## config.mk

```make
export PLATFORM = sky130hd
export DESIGN_NAME = sha256_compress_engine
export DESIGN_NICKNAME = d
export VERILOG_FILES = /design/src/rtl/sha256_compress_engine.sv
export SDC_FILE = /design/constraint.sdc
export NUM_CORES = 2
export LEC_CHECK = 0
export BUFFER_PORTS_ARGS = -buffer_cell sky130_fd_sc_hd__buf_2
export CAP_MARGIN = 0
export CORE_MARGIN = 2
export CORE_UTILIZATION = 60
export DETAILED_ROUTE_END_ITERATION = 8
export PLACE_DENSITY = 0.81
export RECOVER_POWER = 25
export REMOVE_ABC_BUFFERS = 1
export SLEW_MARGIN = 20
export SYNTH_ARGS = -nofsm -noshare
export SYNTH_HDL_FRONTEND = slang
export SYNTH_SLANG_ARGS = --single-unit
export TNS_END_PERCENT = 1
```

## constraint.sdc

```tcl
create_clock -name clk -period 10.52 [get_ports clk]
set_input_delay 0 -clock clk [delete_from_list [all_inputs] [get_ports clk]]
set_output_delay 0 -clock clk [all_outputs]
set_load 0.005 [all_outputs]
```

## src/rtl/sha256_compress_engine.sv

```systemverilog
`default_nettype none
// ============================================================================
// Module   : sha256_compress_engine
// Brief    : Iterative SHA-256 compression, one round per accepted W word.
// Revision : 1.0 - initial release
// ============================================================================
module sha256_compress_engine #(
    parameter int ROUNDS = 64
) (
    input  logic         clk,
    input  logic         rst,
    input  logic         start,
    input  logic [255:0] h_in,
    input  logic [31:0]  w_in,
    input  logic         w_valid,
    output logic         w_ready,
    output logic         busy,
    output logic         done,
    output logic [255:0] h_out
);

    localparam logic [1:0] c_S_IDLE  = 2'd0;
    localparam logic [1:0] c_S_ROUND = 2'd1;
    localparam logic [1:0] c_S_FINAL = 2'd2;

    localparam logic [5:0] c_LAST_T = 6'(ROUNDS - 1);

    localparam logic [31:0] c_K [64] = '{
        32'h428a2f98, 32'h71374491, 32'hb5c0fbcf, 32'he9b5dba5,
        32'h3956c25b, 32'h59f111f1, 32'h923f82a4, 32'hab1c5ed5,
        32'hd807aa98, 32'h12835b01, 32'h243185be, 32'h550c7dc3,
        32'h72be5d74, 32'h80deb1fe, 32'h9bdc06a7, 32'hc19bf174,
        32'he49b69c1, 32'hefbe4786, 32'h0fc19dc6, 32'h240ca1cc,
        32'h2de92c6f, 32'h4a7484aa, 32'h5cb0a9dc, 32'h76f988da,
        32'h983e5152, 32'ha831c66d, 32'hb00327c8, 32'hbf597fc7,
        32'hc6e00bf3, 32'hd5a79147, 32'h06ca6351, 32'h14292967,
        32'h27b70a85, 32'h2e1b2138, 32'h4d2c6dfc, 32'h53380d13,
        32'h650a7354, 32'h766a0abb, 32'h81c2c92e, 32'h92722c85,
        32'ha2bfe8a1, 32'ha81a664b, 32'hc24b8b70, 32'hc76c51a3,
        32'hd192e819, 32'hd6990624, 32'hf40e3585, 32'h106aa070,
        32'h19a4c116, 32'h1e376c08, 32'h2748774c, 32'h34b0bcb5,
        32'h391c0cb3, 32'h4ed8aa4a, 32'h5b9cca4f, 32'h682e6ff3,
        32'h748f82ee, 32'h78a5636f, 32'h84c87814, 32'h8cc70208,
        32'h90befffa, 32'ha4506ceb, 32'hbef9a3f7, 32'hc67178f2
    };

    logic [1:0]   r_state;
    logic [5:0]   r_t;
    logic [31:0]  r_a, r_b, r_c, r_d, r_e, r_f, r_g, r_h;
    logic [255:0] r_hs;
    logic [255:0] r_hout;
    logic         r_done;

    logic [31:0]  w_s0, w_s1, w_ch, w_maj, w_t1, w_t2, w_k;
    logic         w_accept;

    // Handshake signals depend on state only, never on w_valid.
    assign w_ready  = (r_state == c_S_ROUND);
    assign busy     = (r_state != c_S_IDLE);
    assign done     = r_done;
    assign h_out    = r_hout;
    assign w_accept = w_valid && w_ready;

    assign w_k   = c_K[r_t];
    assign w_s1  = {r_e[5:0], r_e[31:6]} ^ {r_e[10:0], r_e[31:11]} ^ {r_e[24:0], r_e[31:25]};
    assign w_s0  = {r_a[1:0], r_a[31:2]} ^ {r_a[12:0], r_a[31:13]} ^ {r_a[21:0], r_a[31:22]};
    assign w_ch  = (r_e & r_f) ^ (~r_e & r_g);
    assign w_maj = (r_a & r_b) ^ (r_a & r_c) ^ (r_b & r_c);
    assign w_t1  = r_h + w_s1 + w_ch + w_k + w_in;
    assign w_t2  = w_s0 + w_maj;

    always_ff @(posedge clk) begin
        if (rst) begin
            r_state <= c_S_IDLE;
            r_t     <= 6'd0;
            r_a     <= 32'd0;
            r_b     <= 32'd0;
            r_c     <= 32'd0;
            r_d     <= 32'd0;
            r_e     <= 32'd0;
            r_f     <= 32'd0;
            r_g     <= 32'd0;
            r_h     <= 32'd0;
            r_hs    <= 256'd0;
            r_hout  <= 256'd0;
            r_done  <= 1'b0;
        end else begin
            r_done <= 1'b0;
            case (r_state)
                c_S_IDLE: begin
                    if (start) begin
                        r_hs <= h_in;
                        {r_a, r_b, r_c, r_d, r_e, r_f, r_g, r_h} <= h_in;
                        r_t     <= 6'd0;
                        r_state <= c_S_ROUND;
                    end
                end
                c_S_ROUND: begin
                    if (w_accept) begin
                        r_h <= r_g;
                        r_g <= r_f;
                        r_f <= r_e;
                        r_e <= r_d + w_t1;
                        r_d <= r_c;
                        r_c <= r_b;
                        r_b <= r_a;
                        r_a <= w_t1 + w_t2;
                        r_t <= r_t + 6'd1;
                        if (r_t == c_LAST_T) begin
                            r_state <= c_S_FINAL;
                        end
                    end
                end
                c_S_FINAL: begin
                    r_hout <= {r_hs[255:224] + r_a, r_hs[223:192] + r_b,
                               r_hs[191:160] + r_c, r_hs[159:128] + r_d,
                               r_hs[127:96]  + r_e, r_hs[95:64]   + r_f,
                               r_hs[63:32]   + r_g, r_hs[31:0]    + r_h};
                    r_done  <= 1'b1;
                    r_state <= c_S_IDLE;
                end
                default: begin
                    r_state <= c_S_IDLE;
                end
            endcase
        end
    end

endmodule
`default_nettype wire

```

==> flow_metrics.tcl <==
set metrics [dict create \
    min_to "r_hs[94]" \
    antenna_found_initial 20 \
    synth_edf_count 0 \
    vias 53997 \
    ys.flop_type "dfxtp_1" \
    start_util 0.604 \
    die_w_um 299 \
    fill_cells 6836 \
    grt.total_usage 0.427 \
    required_ns 11.09 \
    synth_top_family_by_area "compound AO/OA/AOI/OAI gates" \
    cts_buffers 87 \
    holdPathStages 4 \
    rows 108 \
    drtPass1Iterations 9 \
    tightest_slew_ns 3.73 \
    synth_top_cell_area_share 0.297 \
    critPathTopFamily "compound AO/OA/AOI/OAI gates" \
    place.gp.congestion 1.03 \
    relSlewSlack -1.49 \
    slew_violations 78 \
    synthAdderAreaFrac 0.143 \
    grt_pass1_wl_mm 300 \
    setup_viol 0 \
    core_um2 86600 \
    drc_errors 19 \
    yosys_warnings 0 \
    grt_max_degree 194 \
    synthMuxAreaShare 0.0110 \
    period_needed_ns 8.35 \
    num-nets-final 8183 \
    critPathSlowestCell "dfxtp_1" \
    timing.final.hold_violations 0 \
    dpl.hpwl_mm 140 \
    violations "design-rule violations, max-capacitance violations, max-slew violations" \
    die_h_um 299 \
    critical_path_arrival_ns 8.92 \
    synth-xor-area-share 0.0707 \
    synth-simple-area-share 0.183 \
    via_per_inst 6.25 \
    drtIter0Drc 5737 \
    avgSynthCellArea_um2 7.68 \
    regArea_um2 15600 \
    maxCapViolCount 1 \
    rr_endpoint "r_a[29]" \
    cts-htree-levels 3 \
    ant_nets 0 \
    cts_resized 0 \
    rsz0062_at_grt "no" \
    yosys-top-cells-count "nand2_1, a21oi_1, dfxtp_1" \
    path_class "reg2reg" \
    async_flop_share 0 \
    holdCritStartpoint "h_in[94]" \
    ys_types 94 \
    wire_per_inst_um 22.9 \
    fmax_ghz 0.120 \
    ff2ff_setup_slack_ns 2.17 \
    critical_path.endpoint_type "flip-flop" \
    multi_input_area_um2 33900 \
    cts_root_buffer "clkbuf_16" \
    drive_above_1_share 0.0911 \
    synthCells 6810 \
    outcome "finished with violations" \
    cp-start-kind "flip-flop" \
    path_clk_slew_ns 0.07 \
    critPathBufInv 4 \
    cts_tree "built" \
    seq_area_frac_synth 0.297 \
    skew_ns 0.0394 \
    yosysMostFrequentCell "nand2_1" \
    clockBufferDepth 3 \
    fin_crit_sh 0.793 \
    io_buffers 550 \
    grt_pass1_vias 52111 \
    synth_seq_cells 777 \
    synth_top_cell_by_area "dfxtp_1" \
    syn_to_final_growth_pct 17.5 \
    r2r-start "r_e[27]" \
    final_util 0.709 \
    cts_sinks 777 \
    hold_path.class "in2reg" \
    slowest_delay_ns 0.63 \
    drt-total-wl_mm 198 \
    synth.top_cells.by_area "dfxtp_1, nand2_1, ha_1" \
    insertion_delay_ns 0.70 \
    reg2regPathDepth 31 \
    synth_area_um2 52300 \
    worstPathMaxFanout 7 \
    overflow 0 \
    io_pins 551 \
    die_area_um2 89500 \
    synth-compound-area-share 0.239 \
]
## metal layers
metal  GRT usage  vias up  share of wire
met3      0.0660      708          0.089
met4       0.262        4          0.068
li1            -    24754              -
met2       0.703     3017           0.46
met1       0.526    25514           0.38
met5           0        -        0.00015
## cell type report
| class | count | area share |
|---|---|---|
| tap | 1155 | 0.0235 |
| clock inverter | 32 | 0.00786 |
| sequential | 777 | 0.253 |
| timing repair buffer | 929 | 0.101 |
| clock buffer | 130 | 0.0413 |
| inverter | 337 | 0.0207 |
| antenna | 21 | 0.000855 |
| multi-input combinational | 5258 | 0.551 |
## tightest hold or removal path, stage by stage
cell           delay (ns)
dlygate4sd3_1        0.53
buf_2                0.13
nand2_1              0.05
a21oi_1              0.05
## placed cells by master (no fill, tap or decap), types with 50 or more instances in the layout
cell | synthesis | final
a21oi_1 | 797 | 797
xnor2_1 | 270 | 270
inv_1 | 333 | 331
o21ai_0 | 285 | 285
o221ai_1 | 50 | 50
nor3_1 | 64 | 64
ha_1 | 368 | 368
fa_1 | 133 | 133
nand2b_1 | 59 | 57
a211oi_1 | 78 | 78
a21o_1 | 190 | 190
dlygate4sd3_1 | 1 | 305
xor2_1 | 152 | 152
buf_4 | 0 | 69
clkbuf_1 | 395 | 184
buf_2 | 1 | 388
dfxtp_1 | 777 | 772
clkbuf_16 | 0 | 87
nand2_1 | 1471 | 1468
nand3_1 | 81 | 81
nor2_1 | 445 | 443
a311oi_1 | 202 | 202
## how the worst max path moves through the flow
stage,startpoint,to,slack (ns),cells after the start
after CTS,r_e[27],r_a[29],2.25,31
final,r_e[27],r_a[29],2.17,31
after floorplan,r_state[0],r_t[5],-8.10,7
after global placement,r_t[2],r_a[29],2.43,31
after detailed placement,r_e[27],r_a[29],2.35,31
after global routing,r_t[1],r_a[29],1.73,35
## sequential cells by signal, summed over array words and instances, names as in the netlist, 6 cells and up
name	cells
r_g	32
h_out	256
r_a	32
r_h	32
r_c	32
r_hs	256
r_t	6
r_b	32
r_e	32
r_f	32
r_d	32
## logic make-up after synthesis
| family | count (synthesis) |
|---|---|
| compound gates | 1953 |
| buf+inv | 775 |
| simple gates | 2310 |
| flops | 777 |
| xor+xnor | 422 |
| fa+ha+maj | 524 |
| mux | 49 |
## what timing repair did
item / 4_1_cts / 5_1_grt
hold buffers: 305 / 0
buffers inserted: 0 / 0
hold endpoints to repair: 534 / 0
## through the flow
| step | setup TNS [ns] | worst slack, ns | instances | instance area [um2] | hold WS [ns] |
|---|---|---|---|---|---|
| after global placement | 0 | 2.43 | 8151 | 55500 | 0.254 |
| final | 0 | 2.17 | 8639 | 61400 | 0.112 |
| after detailed placement | 0 | 2.35 | 8151 | 55500 | 0.259 |
| after floorplan | -1963.46 | -8.10 | 6372 | 50600 | 0.0646 |
| after global routing | 0 | 1.73 | 8632 | 61400 | 0.107 |
| after CTS | 0 | 2.25 | 8618 | 61600 | 0.0812 |
Power is left out: the tool's default activity adds up to more than one toggle a clock period on the data nets, which glitch-free logic cannot reach.
